<file path="src/rtl/mux_arb_pkg.sv">
// Shared constants and index helpers for the mux_arb arbiter and its bench.
package mux_arb_pkg;

  localparam logic MODE_FIXED = 1'b0;
  localparam logic MODE_RR    = 1'b1;

  // Channel index arithmetic with wrap from n-1 back to 0.
  function automatic int wrap_add(int a, int b, int n);
    return (a + b) % n;
  endfunction

endpackage

</file>
<file path="src/rtl/mux_arb_rr_grant.sv">
// Round-robin search: first requesting channel at or above ptr, wrapping to 0.
module rr_grant
  import mux_arb_pkg::*;
#(
  parameter int N = 4,
  parameter int W = 2
) (
  input  logic [N-1:0] req,
  input  logic [W-1:0] ptr,
  output logic [N-1:0] gnt,
  output logic [W-1:0] idx
);

  logic [W-1:0] cand;

  // Walk offsets from farthest to nearest so the nearest requester wins last.
  always_comb begin
    gnt  = '0;
    idx  = '0;
    cand = '0;
    for (int k = N - 1; k >= 0; k--) begin
      cand = W'(wrap_add(int'(ptr), k, N));
      if (req[cand]) begin
        gnt       = '0;
        gnt[cand] = 1'b1;
        idx       = cand;
      end
    end
  end

endmodule

</file>
<file path="src/rtl/mux_arb.sv">
// One-stage registered CHANNELS:1 multiplexer with fixed or round-robin select
// and valid/ready handshakes on both sides.
module mux_arb
  import mux_arb_pkg::*;
#(
  parameter int WIDTH    = 16,
  parameter int CHANNELS = 4,
  parameter int SELW     = 2
) (
  input  logic                      clk,
  input  logic                      reset,
  input  logic [CHANNELS*WIDTH-1:0] in_data,
  input  logic [CHANNELS-1:0]       in_valid,
  output logic [CHANNELS-1:0]       in_ready,
  input  logic                      mode,
  input  logic [SELW-1:0]           sel,
  output logic [WIDTH-1:0]          out,
  output logic                      out_valid,
  input  logic                      out_ready,
  output logic [SELW-1:0]           out_chan
);

  logic [SELW-1:0]     ptr_reg;
  logic [WIDTH-1:0]    out_reg;
  logic                out_valid_reg;
  logic [SELW-1:0]     out_chan_reg;

  logic [CHANNELS-1:0] rr_gnt;
  logic [SELW-1:0]     rr_idx;
  logic [CHANNELS-1:0] fix_gnt;
  logic [CHANNELS-1:0] gnt;
  logic [SELW-1:0]     gnt_idx;
  logic                gnt_any;
  logic                open;
  logic [WIDTH-1:0]    word_next;

  rr_grant #(.N(CHANNELS), .W(SELW)) u_rr (
    .req (in_valid),
    .ptr (ptr_reg),
    .gnt (rr_gnt),
    .idx (rr_idx)
  );

  // A select value beyond the last channel matches no decode bit, so no grant.
  genvar gi;
  generate
    for (gi = 0; gi < CHANNELS; gi++) begin : g_fix
      assign fix_gnt[gi] = in_valid[gi] && (sel == SELW'(gi));
    end
  endgenerate

  assign gnt      = (mode == MODE_RR) ? rr_gnt : fix_gnt;
  assign gnt_idx  = (mode == MODE_RR) ? rr_idx : sel;
  assign gnt_any  = |gnt;
  assign open     = !out_valid_reg || out_ready;
  assign in_ready = (open && !reset) ? gnt : '0;

  always_comb begin
    word_next = '0;
    for (int i = 0; i < CHANNELS; i++) begin
      if (gnt[i]) word_next = word_next | in_data[i*WIDTH +: WIDTH];
    end
  end

  always_ff @(posedge clk) begin
    if (reset) begin
      ptr_reg       <= '0;
      out_reg       <= '0;
      out_valid_reg <= 1'b0;
      out_chan_reg  <= '0;
    end else if (open) begin
      if (gnt_any) begin
        out_reg       <= word_next;
        out_chan_reg  <= gnt_idx;
        out_valid_reg <= 1'b1;
        ptr_reg       <= SELW'(wrap_add(int'(gnt_idx), 1, CHANNELS));
      end else begin
        out_valid_reg <= 1'b0;
      end
    end
  end

  assign out       = out_reg;
  assign out_valid = out_valid_reg;
  assign out_chan  = out_chan_reg;

endmodule

</file>
<file path="config.mk">
export PLATFORM = sky130hd
export DESIGN_NAME = mux_arb
export DESIGN_NICKNAME = d
export VERILOG_FILES = /design/src/rtl/mux_arb_pkg.sv /design/src/rtl/mux_arb_rr_grant.sv /design/src/rtl/mux_arb.sv
export SDC_FILE = /design/constraint.sdc
export NUM_CORES = 1
export LEC_CHECK = 0
export CAP_MARGIN = 20
export CORE_ASPECT_RATIO = 0.9
export CORE_MARGIN = 4
export CORE_UTILIZATION = 36
export CTS_CLUSTER_DIAMETER = 100
export DETAILED_ROUTE_END_ITERATION = 7
export PLACE_DENSITY_LB_ADDON = 0.25
export SLEW_MARGIN = 20
export SYNTH_ARGS = -nofsm -noshare
export SYNTH_HDL_FRONTEND = slang
export SYNTH_SLANG_ARGS = --single-unit
</file>
<file path="constraint.sdc">
create_clock -name clk -period 3.4 [get_ports clk]
set_input_delay 0.85 -clock clk [delete_from_list [all_inputs] [get_ports clk]]
set_output_delay 0.85 -clock clk [all_outputs]
set_load 0.03 [all_outputs]
</file>
# --- Yosys cells after proc, flatten, opt, wreduce, memory -nomap -nowiden ---
# Cells that the tools add are included.
op_classes:
  addsub: 4
  mul: 0
  div: 0
  n_lt_le_gt_ge: 8
  n_eq_ne: 3
  n_shift: 0
  muxes: 32
  n_bitwise: 3
  reduce_logical: 15
op_table:
  columns: ["op", "n"]
  rows:
  - ["$mux W16", 4]
  - ["$or A16 B16 Y16", 3]
  - ["$mux W4", 6]
  - ["$lt A2 B3 Y1 const B", 4]
  - ["$mux W2", 5]
  - ["$logic_and A1 B1 Y1", 9]
  - ["$mux W1", 9]
  - ["$bmux W1 S2", 4]
  - ["$demux W1 S2", 4]
  - ["$ge A2 B1 Y1 const B", 4]
  - ["$add A2 B1 Y2 const B", 2]
  - ["$add A2 B2 Y2 const B", 2]
  - ["$eq A2 B2 Y1 const B", 2]
  - ["$reduce_or A4 Y1", 1]
  - ["$eq A2 B1 Y1 const B", 1]
  - ["$logic_not A1 Y1", 2]
  - ["$logic_not A2 Y1", 1]
  - ["$reduce_and A2 Y1", 1]
  - ["$logic_or A1 B1 Y1", 1]
totals:
  regBits: 21
  latch_bits: 0
  mem_bits_rw: 0
  romBits: 0
  input_bits: 74
  out_inout_bits: 23
  elab_cells: 69
  n_memories: 0

# --- Logic depth before layout (Yosys ltp) ---
# Gate-level depths: netlist (run 1).
logic_depth:
  word_depth: 17
  mapped_depth: 13
  ltp_nobuf: 9

# --- Modules after synthesis ---
# From an unflattened synthesis (run 1), not the netlist that was laid out.
hier_totals:
  cells_unflattened: 272
  area_unflattened_um2: 2203.4
by_module_without_submodules:
  columns: ["mod", "n_inst", "cells_each", "area_each_um2", "seq_area_each_um2"]
  rows:
  - ["mux_arb", 1, 206, 1711.6, 420.4]
  - ["rr_grant", 1, 66, 491.7, 0.0]

# --- Least setup slack after synthesis (run 1) ---
# Ideal clock, no wire load.
synth_path:
  path_type: "register -> output"
  from: "reg ptr_reg[1]"
  to: "out in_ready[1]"
  t_arrival_ns: 2.528
  t_required_ns: 2.550
  setup_slack_ns: 0.022
  stages_incl_launch_ff: 9
  n_path_buf: 2
  cell_sequence: "dfxtp_1 > buf_1 > inv_1 > ha_1 > buf_2 > mux4_2 > a21oi_1 > a311oi_4 > nor2_1"
synth_via:
  elab_chain_len: 11
  word_cells_on_any_way: 37
  cone_classes: "add/sub: 3; order compare: 8; mux: 22; reduce/logical: 4"
synth_rtl:
  columns: ["item", "line_no", "rtl"]
  rows:
  - ["start, declared", "mux_arb.sv:23", "logic [SELW-1:0] ptr_reg;"]
  - ["start signal, assigned", "mux_arb.sv:76", "ptr_reg <= SELW'(wrap_add(int'(gnt_idx), 1, CHANNELS));"]
  - ["$add A2 B2 Y2", "mux_arb_pkg.sv:9", "return (a + b) % n;"]
  - ["$lt A2 B3 Y1 (not written as such) / $ge A2 B1 Y1 (equally long branches)", "mux_arb_rr_grant.sv:25", "gnt[cand] = 1'b1;"]
  - ["$logic_and A1 B1 Y1 (not written as such)", "mux_arb_rr_grant.sv:25", null]
  - ["$mux W1 (not written as such)", "mux_arb_rr_grant.sv:25", null]
  - ["$demux W1 S2", null, null]
  - ["$mux W4 (3 in series)", "mux_arb_rr_grant.sv:23", "if (req[cand]) begin"]
  - ["$mux W4 *", "mux_arb_rr_grant.sv:23", null]
  - ["$mux W4 *", "mux_arb.sv:52", "assign gnt = (mode == MODE_RR) ? rr_gnt : fix_gnt;"]
  - ["$mux W4 *", "mux_arb.sv:56", "assign in_ready = (open && !reset) ? gnt : '0;"]
  - ["end, declared", "mux_arb.sv:14", "output logic [CHANNELS-1:0] in_ready,"]
# Every way passes the cells marked *; elsewhere a longest branch is shown, timed or not. The select of a mux whose other input is x is not followed.

# --- Final worst setup path (run 1) ---
layout_path:
  from: "in in_valid[3]"
  to: "out in_ready[2]"
layout_via:
  elab_chain_len: 8
  word_cells_on_any_way: 14
  cone_classes: "mux: 14"
layout_rtl:
  columns: ["item", "line_no", "rtl"]
  rows:
  - ["start, declared", "mux_arb.sv:13", "input logic [CHANNELS-1:0] in_valid,"]
  - ["$bmux W1 S2", "mux_arb_rr_grant.sv:23", null]
  - ["$mux W1 (not written as such)", "mux_arb_rr_grant.sv:23", null]
  - ["$mux W4 (3 in series)", "mux_arb_rr_grant.sv:23", null]
  - ["$mux W4 *", "mux_arb_rr_grant.sv:23", null]
  - ["$mux W4 *", "mux_arb.sv:52", null]
  - ["$mux W4 *", "mux_arb.sv:56", null]
# Marked as above.

==> out/qor.yml, run 1 <==
cells_and_area:
  nNetsFinal: 457
  multi_input_area_mm2: 0.00162
  area_occupied_by_registers_um2: 420
  antenna-diode-count: 0
  largest_register_ff_count: 16
  flow.area_growth_from_synthesis_pct: 59.7
  fillCellCount: 535
  post_route_cells_drive_above_1_share: 0.200
  finalCoreUtilization: 0.600
  layout.cells.non_filler: 445
power_and_ir_drop:
  total_power_mw: 2.80
  netSwitchingPower_mw: 1.33
  combinationalPowerShare: 0.781
  power_leakage_nw: 1.32
  clock_power_share: 0.062
  power_report.internal_total_mw: 1.47
  vdd.ir_drop.worst_mv: 0.312
  power_density_mw_per_mm2: 811
  netSwitchingFraction: 0.475
  power.share.sequential: 0.158
drt:
  drtAntennaViolNets: 0
  viasPerCell: 5.93
  drc: 0
  drt_first_iter_violations: 166
  detailed_route_wl_mm: 7.78
  drt_pass1_iterations: 4
  detailroute.via_count: 2638
  routed_wire_length_per_instance_um: 17.5
synth:
  synthArstFlopShare: 0
  synth-seq-cells: 21
  postSynthCellCount: 266
  synthesis.area_mm2: 0.00216
  synthesis.area_per_instance_um2: 8.13
  ys_seq_area_frac: 0.194
  synthDominantCellAreaShare: 0.194
  synth_top_flop_cell: "dfxtp_1"
  yosysWarnings: 0
  netlist.top_cell.by_area: "dfxtp_1"
  ys_top_cells_by_count: "a22oi_1, nor2_1, nand2_1"
  syn_nets: 347
  yosys.cell_types.count: 45
  synth_area_leaders: "dfxtp_1, a22oi_1, a221oi_1, a311oi_2, nor2_1"
  synth_edf_count: 0
  yosysMostFrequentCell: "a22oi_1"
critical_path:
  critical_path.startpoint_type: "primary input"
  startpoint: "in_valid[3]"
  critPathKind: "primary input to output port"
  critPathArrivalTime_ns: 2.48
  crit-reg2reg-launch: "ptr_reg[0]$_SDFFE_PP0P_"
  critical_path_fanout_max: 5
  cp_data_required_time_ns: 2.55
  cp-end-kind: "output port"
clocking:
  cts_bufs_inserted: 3
  worst_skew_pair.late_latency_ns: 0.27
  cts_htree_levels: 1
  clkSinkCount: 21
  cts_tree: "done"
  cts.root.buffer_cell: "clkbuf_8"
  cts.path.max_buffers: 2
  worst_setup_hold_path_clk_slew_ns: 0.08
die:
  die_height_um: 81.5
  placement_rows: 26
  top_level_ports: 97
  initial_core_util: 0.376
  dieWidth_um: 89.7
  floorplan.core_area_mm2: 0.00576
  floorplan.die_area_mm2: 0.00731
global_routing:
  grt_max_degree: 25
  grt_pass1_wl_mm: 12.5
  grt_pass1_vias: 2580
  grt_overflow: 0
  antenna_found_initial: 0
  globalRouteTotalUtil: 0.206
place:
  port_buffers: 96
  globalplace.congestion: 0.921
  post-place-cells: 435
  dp_hpwl_mm: 5.81
  pre_cts_setup_slack_ns: -0.311
timing:
  measured_slew_at_the_worst_slew_check_pin_ns: 0.417
  fin_worst_skew_ns: 0.00793
  timing.final.ws_setup_ns: 0.0693
  min_period_ns: 3.33
  final.hold.worst_slack_ns: 0.503
  report.final.slew_viol_count: 0
  fmaxAchievable_ghz: 0.300
  min_period_over_period: 0.980
  setup_viol_count_final: 0
  slew_headroom: 0.721
  final_hold_viol_count: 0
min_path:
  worstHoldPathType: "flip-flop to flip-flop"
  hp-start: "out[5]$_SDFFE_PP0P_"
job:
  maxCapViolCount: 0
run_status:
  status: "completed"
-- cells in the final DEF (no fill, tap or decap), types with 4 or more instances in the layout --
cell type        synthesis  layout
nor2_1                  28      28
a311oi_2                 7       7
dfxtp_1                 21      21
a221oi_1                16      16
mux2_2                   4       4
buf_4                    0      35
a21oi_1                  9       5
nand4_1                  5       5
a22oi_1                 48      48
inv_1                    7       7
a311oi_1                 9       9
mux2i_1                  6       6
nand2_1                 26      26
clkdlybuf4s50_1          0      87
ha_1                     7       6
a21oi_2                  1       5
-- area by class of cell --
type	count	area share
Tap cell	70	0.0253
Multi-Input combinational cell	211	0.469
Timing Repair Buffer	132	0.363
Clock buffer	3	0.0119
Sequential cell	21	0.122
Clock inverter	1	0.00145
Inverter	7	0.00760
-- stage by stage --
stage | TNS (ns) | instance area [µm²]
after floorplan | 0 | 2160
after global placement | -0.601 | 3330
after detailed placement | -0.855 | 3330
after CTS | -0.00474 | 3420
after global routing | -0.00536 | 3460
final | 0 | 3460
-- power by group through the flow --
stage	registers, mW	clock network, mW	logic (mW)
after global routing	0.459	0.191	2.37
after global placement	0.444	0	2.02
after CTS	0.444	0.178	2.12
after detailed placement	0.448	0	2.05
after floorplan	0.680	0	1.13
final	0.442	0.173	2.19
-- worst max-delay path: stages --
cell	delay, ns
clkdlybuf4s15_1	0.21
mux4_2	0.59
buf_6	0.17
a21oi_2	0.09
o211a_1	0.21
o21ba_4	0.16
nor2_1	0.04
buf_4	0.16
-- metal layers --
metal  vias up  part of all wire  global-route usage
li1       1277                 -                   -
met3        10             0.058              0.0311
met4         0             0.014              0.0613
met5         -                 0                   0
met2        94              0.50               0.368
met1      1257              0.43               0.262
-- repair_timing --
action                     CTS  global route
pin swaps                    4             4
cloned                       0             0
setup endpoints to repair    4             4
setup buffers                6             0
gates resized for setup      7            16
hold buffers                 0             0
-- path summary, 6_finish.rpt --
kind	to	slack, ns	depth (start not counted)
worst max register to register	out[3]$_SDFFE_PP0P_	0.45	13
worst min-delay path	out[5]$_SDFFE_PP0P_	0.50	2
worst max-delay path	in_ready[2]	0.07	8
worst min register to register	out[5]$_SDFFE_PP0P_	0.50	2
-- kinds of logic after synthesis --
| family | Yosys count | synth area share |
|---|---|---|
| AO/OA/AOI/OAI | 113 | 0.438 |
| multiplexers | 13 | 0.0798 |
| XOR/XNOR | 2 | 0.00810 |
| buffers and inverters | 34 | 0.0787 |
| AND/OR/NAND/NOR | 76 | 0.160 |
| flip-flops | 21 | 0.194 |
| adder cells (fa/ha/maj) | 7 | 0.0405 |
Power figures use the tool's default switching activity.
==> run 2, diff against run 1 <==
Settings changed: CORE_UTILIZATION 36 to 25, CTS_CLUSTER_DIAMETER 100 to default.
==> run 2 against run 1 <==
- register-to-register slack improved by 0.13 ns
- wire length grew 4.2%
- non-clock buffer count is the same
==> out/qor.yml, run 2 (synthesized netlist as in run 1, its figures left out) <==
run_status:
  status: "completed"
power_and_ir_drop:
  total_power_mw: 2.80
  power_leakage_nw: 1.31
  power_density_mw_per_mm2: 797
  vdd.ir_drop.worst_mv: 0.214
drt:
  drtAntennaViolNets: 0
  drt_pass1_iterations: 5
  viasPerCell: 5.33
  routed_wire_length_per_instance_um: 16.6
  detailed_route_wl_mm: 8.11
  drc: 0
  drt_first_iter_violations: 106
  detailroute.via_count: 2612
critical_path:
  timing.critical_path.slowest_cell_delay_ns: 0.58
  critical-path-slowest-cell: "mux4_2"
  critPathArrivalTime_ns: 2.44
  critPathKind: "primary input to output port"
  reg2reg_to: "out[4]$_SDFFE_PP0P_"
  crit-reg2reg-launch: "ptr_reg[0]$_SDFFE_PP0P_"
  startpoint: "in_valid[2]"
  critical_path.cell_chain: "buf_2 > mux4_2 > a21oi_2 > o211ai_2 > a311oi_4 > nor2_1 > buf_4"
  cp_data_required_time_ns: 2.55
  reg2reg_depth: 11
  rrSetupSlack_ns: 0.58
  cp-endpoint: "in_ready[1]"
  critical_path_fanout_max: 6
  critical_path.startpoint_type: "primary input"
  cp-end-kind: "output port"
die:
  die_height_um: 96.3
  initial_core_util: 0.263
  dieWidth_um: 106
  top_level_ports: 97
  floorplan.die_area_mm2: 0.0102
  placement_rows: 31
  floorplan.core_area_mm2: 0.00822
cells_and_area:
  finalCoreUtilization: 0.427
  area_occupied_by_registers_um2: 420
  antenna-diode-count: 0
  nNetsFinal: 457
  layout.cells.non_filler: 490
  most-common-layout-cells: "clkdlybuf4s50_1, a22oi_1, buf_4"
  multi_input_area_mm2: 0.00161
  post_route_cells_drive_above_1_share: 0.197
  fillCellCount: 856
  layout.cells.most_common: "clkdlybuf4s50_1"
  flow.area_growth_from_synthesis_pct: 62.5
  largest_register_ff_count: 16
timing:
  setup_viol_count_final: 0
  rsz_0062_raised_after_global_routing: "no"
  slew_headroom: 0.723
  final.hold.worst_slack_ns: 0.498
  min_period_ns: 3.29
  fin_worst_skew_ns: 0.00409
  min_period_over_period: 0.966
  measured_slew_at_the_worst_slew_check_pin_ns: 0.412
  report.final.slew_viol_count: 0
  final_hold_viol_count: 0
  fmaxAchievable_ghz: 0.304
place:
  dp_hpwl_mm: 6.25
  globalplace.congestion: 0.858
  post-place-cells: 484
  port_buffers: 96
clocking:
  cts.root.buffer_cell: "clkbuf_8"
  cts.path.max_buffers: 2
  cts_htree_levels: 1
  cts_bufs_inserted: 3
  number_of_hold_repair_buffers_added_at_the_cts_stage: 0
  clkSinkCount: 21
  worst_setup_hold_path_clk_slew_ns: 0.07
  cts_tree: "done"
  worst_skew_pair.late_latency_ns: 0.26
job:
  maxCapViolCount: 0
global_routing:
  grt_pass1_vias: 2486
  globalRouteTotalUtil: 0.153
  grt_max_degree: 25
  grt_overflow: 0
  grt_pass1_wl_mm: 12.8
  antenna_found_initial: 0
min_path:
  worstHoldPathType: "flip-flop to flip-flop"
-- run 2: routing by layer --
| layer | vias up | wire, µm | GRT usage | part of all wire |
|---|---|---|---|---|
| li1 | 1278 | - | - | - |
| met1 | 1231 | 3740 | 0.212 | 0.46 |
| met2 | 99 | 3860 | 0.256 | 0.48 |
| met3 | 4 | 486 | 0.0282 | 0.060 |
| met4 | 0 | 27 | 0.0140 | 0.0033 |
| met5 | - | 0 | 0 | 0 |
-- run 2: worst min path at each step --
stage                             startpoint                  endpoint  cells past startpoint
floorplan           out_chan[0]$_SDFFE_PP0P_  out_chan[0]$_SDFFE_PP0P_                      2
CTS                     out[11]$_SDFFE_PP0P_      out[11]$_SDFFE_PP0P_                      2
global placement         out[6]$_SDFFE_PP0P_       out[6]$_SDFFE_PP0P_                      2
global route            out[11]$_SDFFE_PP0P_      out[11]$_SDFFE_PP0P_                      2
detailed placement      out[11]$_SDFFE_PP0P_      out[11]$_SDFFE_PP0P_                      2
finish                  out[11]$_SDFFE_PP0P_      out[11]$_SDFFE_PP0P_                      2
-- run 2: power breakdown --
group / switching (mW) / internal (mW)
Sequential: 0.0644 / 0.377
Combinational: 1.18 / 1.02
Clock: 0.0822 / 0.0835
Total: 1.32 / 1.48
-- run 2: through the flow --
stage                     setup WS (ns)  setup TNS, ns  area, µm²
after floorplan                  0.0220              0       2160
after global placement           -0.259          -2.74       3440
after detailed placement         -0.292          -2.70       3440
after CTS                        0.0101              0       3500
after global routing             0.0375              0       3510
final                             0.114              0       3510
-- run 2: what timing repair did --
action	4_1_cts	5_1_grt
endpoints found under the setup margin	4	4
gates resized for setup	8	13
setup buffers	1	1
pin swaps	4	7
-- run 2: layout make-up --
class	instances	share of cell area
flip-flops and latches	21	0.120
clock buffers	4	0.0128
repair buffers	132	0.361
multi-input cells	211	0.459
inverters	7	0.00748
well taps	115	0.0409
-- run 2: critical path, delay by kind of cell --
kind | cells | cell delay (ns)
AOI/OAI and AO/OA | 3 | 0.60
buffers and inverters | 2 | 0.30
muxes | 1 | 0.58
and+or+nand+nor | 1 | 0.09
==> run 3, diff against run 2 <==
Settings changed: HOLD_SLACK_MARGIN from default to 0.05.
==> results of run 3 <==
No change in the layout: final DEF, timing and power equal those of run 2.
